==> config.mk <==
export PLATFORM = sky130hd
export DESIGN_NAME = rom_read_arbiter_flat
export DESIGN_NICKNAME = d
export VERILOG_FILES = /design/src/rtl/rom_read_arbiter_if.sv /design/src/rtl/rom_read_arbiter.sv /design/src/flat_wrapper.sv
export SDC_FILE = /design/constraint.sdc
export NUM_CORES = 1
export LEC_CHECK = 0
export ABC_AREA = 1
export ABC_CLOCK_PERIOD_IN_PS = 1700
export CAP_MARGIN = 20
export CORE_ASPECT_RATIO = 0.5
export CORE_UTILIZATION = 34
export DETAILED_ROUTE_END_ITERATION = 8
export HOLD_SLACK_MARGIN = 0.08
export PLACE_DENSITY_LB_ADDON = 0.25
export SLEW_MARGIN = 20
export SYNTH_ARGS = -nofsm -noshare
export SYNTH_HDL_FRONTEND = slang
export SYNTH_SLANG_ARGS = --single-unit
==> constraint.sdc <==
create_clock -name clk -period 1.7 [get_ports clk]
set_clock_uncertainty 0.05 [all_clocks]
set_input_delay 0.425 -clock clk [delete_from_list [all_inputs] [get_ports clk]]
set_output_delay 0.425 -clock clk [all_outputs]
set_load 0.05 [all_outputs]
==> src/rtl/rom_read_arbiter_if.sv <==
// Request/response channels for two ROM readers plus the shared ROM read port.
// The slave modport is the arbiter side; the master modport is the requester/ROM side.
interface rom_read_arbiter_if #(
  parameter int ADDR_LEN = 3,
  parameter int DATA_LEN = 32
);
  logic                req0_valid;
  logic [ADDR_LEN-1:0] req0_idx;
  logic                req0_ready;
  logic                rsp0_valid;
  logic [DATA_LEN-1:0] rsp0_data;
  logic                rsp0_ready;

  logic                req1_valid;
  logic [ADDR_LEN-1:0] req1_idx;
  logic                req1_ready;
  logic                rsp1_valid;
  logic [DATA_LEN-1:0] rsp1_data;
  logic                rsp1_ready;

  logic [ADDR_LEN-1:0] rom_idx_o;
  logic [DATA_LEN-1:0] rom_data_i;

  modport slave (
    input  req0_valid, req0_idx, rsp0_ready,
    input  req1_valid, req1_idx, rsp1_ready,
    input  rom_data_i,
    output req0_ready, rsp0_valid, rsp0_data,
    output req1_ready, rsp1_valid, rsp1_data,
    output rom_idx_o
  );

  modport master (
    output req0_valid, req0_idx, rsp0_ready,
    output req1_valid, req1_idx, rsp1_ready,
    output rom_data_i,
    input  req0_ready, rsp0_valid, rsp0_data,
    input  req1_ready, rsp1_valid, rsp1_data,
    input  rom_idx_o
  );
endinterface

==> src/rtl/rom_read_arbiter.sv <==
// Two-port arbiter for one combinational ROM read port; response registered, valid the cycle after grant.
// Held response blocks new grants until its owner takes it; 1 read/cycle when consumed every cycle.
// ROM_READ_ARBITER_RR_EN selects round-robin on contention, otherwise port 0 has fixed priority.
module rom_read_arbiter #(
  parameter int ADDR_LEN = 3,
  parameter int DATA_LEN = 32
) (
  input  logic              clk,
  input  logic              rst,
  rom_read_arbiter_if.slave bus
);
  typedef enum logic {EMPTY = 1'b0, FULL = 1'b1} state_t;

  state_t              state, state_nxt;
  logic                rsp_own, rsp_own_nxt;
  logic [DATA_LEN-1:0] rsp_data, rsp_data_nxt;
  logic                last_gnt, last_gnt_nxt;

  logic rsp_vld;
  logic own_ready;
  logic slot_free;
  logic any_req;
  logic gnt;
  logic win;

  always_ff @(posedge clk) begin
    if (rst) begin
      state    <= EMPTY;
      rsp_own  <= 1'b0;
      rsp_data <= '0;
      last_gnt <= 1'b1;
    end else begin
      state    <= state_nxt;
      rsp_own  <= rsp_own_nxt;
      rsp_data <= rsp_data_nxt;
      last_gnt <= last_gnt_nxt;
    end
  end

  assign rsp_vld   = (state == FULL);
  assign own_ready = rsp_own ? bus.rsp1_ready : bus.rsp0_ready;
  assign slot_free = !rsp_vld || own_ready;
  assign any_req   = bus.req0_valid || bus.req1_valid;
  // Gating with rst keeps a request presented during reset from being accepted.
  assign gnt       = slot_free && any_req && !rst;

`ifdef ROM_READ_ARBITER_RR_EN
  assign win = (bus.req0_valid && bus.req1_valid) ? !last_gnt : bus.req1_valid;
`else
  assign win = !bus.req0_valid;
`endif

  always_comb begin
    state_nxt     = state;
    rsp_own_nxt   = rsp_own;
    rsp_data_nxt  = rsp_data;
    last_gnt_nxt  = last_gnt;
    bus.rom_idx_o = '0;
    if (gnt) begin
      bus.rom_idx_o = win ? bus.req1_idx : bus.req0_idx;
      state_nxt     = FULL;
      rsp_data_nxt  = bus.rom_data_i;
      rsp_own_nxt   = win;
      last_gnt_nxt  = win;
    end else if (rsp_vld && own_ready) begin
      state_nxt = EMPTY;
    end
  end

  assign bus.req0_ready = gnt && !win;
  assign bus.req1_ready = gnt && win;
  assign bus.rsp0_valid = rsp_vld && !rsp_own;
  assign bus.rsp1_valid = rsp_vld && rsp_own;
  assign bus.rsp0_data  = rsp_data;
  assign bus.rsp1_data  = rsp_data;
endmodule

==> src/flat_wrapper.sv <==
// flat-port wrapper written by rule: the top's interface ports become plain ports
module rom_read_arbiter_flat 
#(
  parameter int ADDR_LEN = 3,
  parameter int DATA_LEN = 32
)
  (clk, rst, bus_req0_valid, bus_req0_idx, bus_rsp0_ready, bus_req1_valid, bus_req1_idx, bus_rsp1_ready, bus_rom_data_i, bus_req0_ready, bus_rsp0_valid, bus_rsp0_data, bus_req1_ready, bus_rsp1_valid, bus_rsp1_data, bus_rom_idx_o);
  rom_read_arbiter_if #(.ADDR_LEN(ADDR_LEN), .DATA_LEN(DATA_LEN)) bus_i ();
  input  logic clk;
  input  logic rst;
  input wire logic [$bits(bus_i.req0_valid)-1:0] bus_req0_valid;
  input wire logic [$bits(bus_i.req0_idx)-1:0] bus_req0_idx;
  input wire logic [$bits(bus_i.rsp0_ready)-1:0] bus_rsp0_ready;
  input wire logic [$bits(bus_i.req1_valid)-1:0] bus_req1_valid;
  input wire logic [$bits(bus_i.req1_idx)-1:0] bus_req1_idx;
  input wire logic [$bits(bus_i.rsp1_ready)-1:0] bus_rsp1_ready;
  input wire logic [$bits(bus_i.rom_data_i)-1:0] bus_rom_data_i;
  output wire logic [$bits(bus_i.req0_ready)-1:0] bus_req0_ready;
  output wire logic [$bits(bus_i.rsp0_valid)-1:0] bus_rsp0_valid;
  output wire logic [$bits(bus_i.rsp0_data)-1:0] bus_rsp0_data;
  output wire logic [$bits(bus_i.req1_ready)-1:0] bus_req1_ready;
  output wire logic [$bits(bus_i.rsp1_valid)-1:0] bus_rsp1_valid;
  output wire logic [$bits(bus_i.rsp1_data)-1:0] bus_rsp1_data;
  output wire logic [$bits(bus_i.rom_idx_o)-1:0] bus_rom_idx_o;
  assign bus_i.req0_valid = bus_req0_valid;
  assign bus_i.req0_idx = bus_req0_idx;
  assign bus_i.rsp0_ready = bus_rsp0_ready;
  assign bus_i.req1_valid = bus_req1_valid;
  assign bus_i.req1_idx = bus_req1_idx;
  assign bus_i.rsp1_ready = bus_rsp1_ready;
  assign bus_i.rom_data_i = bus_rom_data_i;
  assign bus_req0_ready = bus_i.req0_ready;
  assign bus_rsp0_valid = bus_i.rsp0_valid;
  assign bus_rsp0_data = bus_i.rsp0_data;
  assign bus_req1_ready = bus_i.req1_ready;
  assign bus_rsp1_valid = bus_i.rsp1_valid;
  assign bus_rsp1_data = bus_i.rsp1_data;
  assign bus_rom_idx_o = bus_i.rom_idx_o;
  rom_read_arbiter #(.ADDR_LEN(ADDR_LEN), .DATA_LEN(DATA_LEN)) u_core (.clk(clk), .rst(rst), .bus(bus_i));
endmodule
==> key figures <==
Drt
  • Number of detailed-routing iterations run before antenna repair: 8
  • Violation count after the first detailed-route iteration: 43
  • Post-route DRC: 5
  • Via count: around 1.6k
  • DRT antenna net count: 0
  • DR WL/cell: ~14 um
  • Final Routed Wirelength: slightly below 5000 um
  • Vias per std cell: about 4.6

Logic synthesis
  • Share of flip-flops with an asynchronous set or reset: 0
  • Number of different library cells in the post-synthesis netlist: 16
  • Gate Count Post-Synth: 201
  • Fraction of post-synthesis cell area in the top cell type by area: 0.432
  • Post-synth top cells: nand2_1 (64), buf_4 (34), dfxtp_1 (34)
  • Post-Synth XOR/XNOR Area: 0
  • Combinational family with the most area after synthesis: simple AND/OR/NAND/NOR gates
  • Fraction of the mapped netlist area in adder cells: 0
  • Post-synthesis area per instance: approximately 8 um2
  • Number of flops mapped to enable cells by yosys: 0
  • Number of flip-flops and latches in the synthesized netlist: 34
  • Post-synthesis simple-gate area fraction: 0.329
  • Complex-gate fraction of the synthesized area: 0.0159
  • Post-synth top area cell: dfxtp_1
  • Largest cells by area after synthesis: dfxtp_1 (43%), buf_4 (16%), nand2_1 (15%)
  • Most used DFF post-synth: dfxtp_1
  • Summed instance area of the synthesized netlist: about 1600 um2
  • Number of warnings reported in the yosys synthesis log: 0
  • Most common cell in the netlist: nand2_1
  • Sequential share of the synthesized area: 0.432
  • Net count of the mapped netlist: around 250
  • Multiplexer share of the synthesized area: 0

Floorplan
  • Row Count: 17
  • I/O Pins: between 100 and 150
  • Die width: ~100 um
  • Initial core utilization: 0.356
  • Vertical die dimension: approximately 50 um
  • Die footprint: 4930 um2
  • Core area: 4420 um2

Clocking
  • CTS Hold Buffers Added: 0
  • CTS H-tree depth: 2
  • CTS tree: done
  • Cts bufs inserted: 5
  • Clock insertion delay at the later pin of the skew report: approximately 270 ps
  • CTS root buf: clkbuf_8
  • Clock slew at the register clock pins of the worst setup and hold paths: about 60 ps
  • Clock Sinks: 34
  • Clock Path Buffers: 2

Timing
  • Max Slew Vio Count: 0
  • Setup-failing EPs final: 3
  • Measured slew at the worst slew-check pin: between 200 and 300 ps
  • Achievable frequency: 0.582 GHz
  • Unrepaired setup endpoints after global routing: true
  • Crit path time final: around 1700 ps
  • Hold violation count in the final report: 0
  • Final clock period utilization by the worst path: 1.01
  • Slew margin rel.: 0.816
  • Post-layout worst setup margin: -17.3 ps

Status
  • Status: complete, but fails checks
  • Violated checks: DRC, setup timing

Flow run
  • Number of violations of the max-capacitance limit: 0

Worst setup path
  • Slowest library cell on the worst path: clkdlybuf4s15_2
  • Sum of buffers and inverters on the critical path: 2
  • CP endpoint kind: primary output
  • Startpoint class of the critical path: input port
  • Worst Path Arrival: about 1200 ps
  • Crit path largest cell delay: between 200 and 250 ps
  • CP required: 1220 ps
  • Kind of cell adding the most delay to the critical path: buffers and inverters
  • Critical path start-end classification: in -> out
  • Largest fanout on the critical path: 5
  • Chain of cells forming the critical path: clkdlybuf4s15_2 > nor2_4 > nand2_8 > a21oi_4 > buf_12

Power and ir drop
  • Standby leakage power: roughly 1.6 nW
  • Total power divided by cell area: 930 nW/um2
  • Post-route total power: about 3.2 mW
  • IR drop worst, VDD: 0.000540 V

Finish
  • Layout-stage area growth over the synthesis result: 119%
  • Number of standard cells in the final layout excluding fillers: approximately 350
  • Final #Nets: between 300 and 400
  • Antenna Cells: 0
  • Post-route core utilization: 0.781
  • Proportion of layout cells with a drive suffix above 1: 0.429

Placed design
  • Minimum setup slack after placement: -298 ps
  • Post-DP HPWL: 3710 um
  • Count of placed standard cells including taps: 340
  • GP Congestion: 0.717
  • Total of buffers placed on input and output ports: 114

GRT
  • Antenna violations before repair: 0
  • Global-route wire length before repair: around 7900 um
  • Global Route Usage Sum: 0.207
  • Via count of the first global-routing pass: around 1.6k
  • Maximum number of pins on one net before global-route repair: 33
  • Overflow left after global routing: 0

Hold path
  • Worst hold path class: in -> reg
==> tightest hold or removal path: stages <==
cell and delay [ps]:
clkbuf_2 110, nor2_2 60, a21oi_1 140
==> state kept, by name (all words and copies together) (netlist names) <==
name,flops
u_core.rsp_own,1
u_core.bus.rsp0_data,32
u_core.rsp_vld,1
==> stage by stage <==
step                instance area [um2]  hold slack [ps]  setup TNS (ps)
floorplan                          1590              444            -231
global placement                   3260              488           -5950
detailed placement                 3260              500           -7530
CTS                                3440              426           -44.8
global route                       3450              468            -232
finish                             3450              446           -34.3
==> cells by family after synthesis <==
| family | count (synthesis) |
|---|---|
| AOI/OAI and AO/OA | 5 |
| buffers and inverters | 48 |
| DFF | 34 |
| and+or+nand+nor | 114 |
==> timing repair <==
action | in CTS | in global routing
gates cloned | 0 | 0
pin swaps | 10 | 5
resized for setup | 35 | 5
buffers inserted | 2 | 1
endpoints found under the setup margin | 5 | 5
==> power by group <==
part           internal (mW)  total, mW  leakage (nW)  switching (mW)
clock                  0.431      0.723        0.0579           0.292
sequential             0.874       1.02         0.283           0.143
combinational          0.710       1.47          1.22           0.762
total                   2.02       3.21          1.56            1.20
==> cells in the final DEF, fill, tap and decap left out, types with 2 or more instances in the layout <==
cell / n
nor2_1: 2
dlygate4sd2_1: 8
buf_12: 71
inv_1: 3
clkdlybuf4s50_1: 32
nand3_1: 32
a21oi_4: 3
nand2_2: 17
nand2_1: 56
clkinv_2: 2
clkbuf_8: 5
a21oi_1: 2
dfxtp_1: 33
buf_4: 11
nor2_4: 2
inv_2: 3
==> area by class of cell <==
type	instances	area [um2]
timing repair buffer	126	1930
fill	271	971
sequential	34	684
multi-input combinational	119	631
tap	57	71.3
clock buffer	5	68.8
clock inverter	3	40.0
inverter	7	31.3
==> layer usage <==
metal / vias to the layer above / part of all wire / track usage
met1: 753 / 0.35 / 0.196
met5: - / 0 / 0
met4: 0 / 0.023 / 0.0697
met3: 14 / 0.044 / 0.0474
met2: 61 / 0.59 / 0.444
li1: 781 / - / -
==> path summary, 6_finish.rpt <==
| kind | startpoint | endpoint | slack [ps] | cells after the start |
|---|---|---|---|---|
| setup / recovery | rst | bus_rom_idx_o[0] | -20 | 5 |
| hold / removal | bus_req1_valid | u_core.rsp_vld | 450 | 3 |
| setup reg to reg | u_core.rsp_own | u_core.bus.rsp0_data[5] | 240 | 8 |
| hold reg to reg | u_core.bus.rsp0_data[28] | u_core.bus.rsp0_data[28] | 500 | 2 |
No activity file was read; power rests on OpenSTA's default activity.
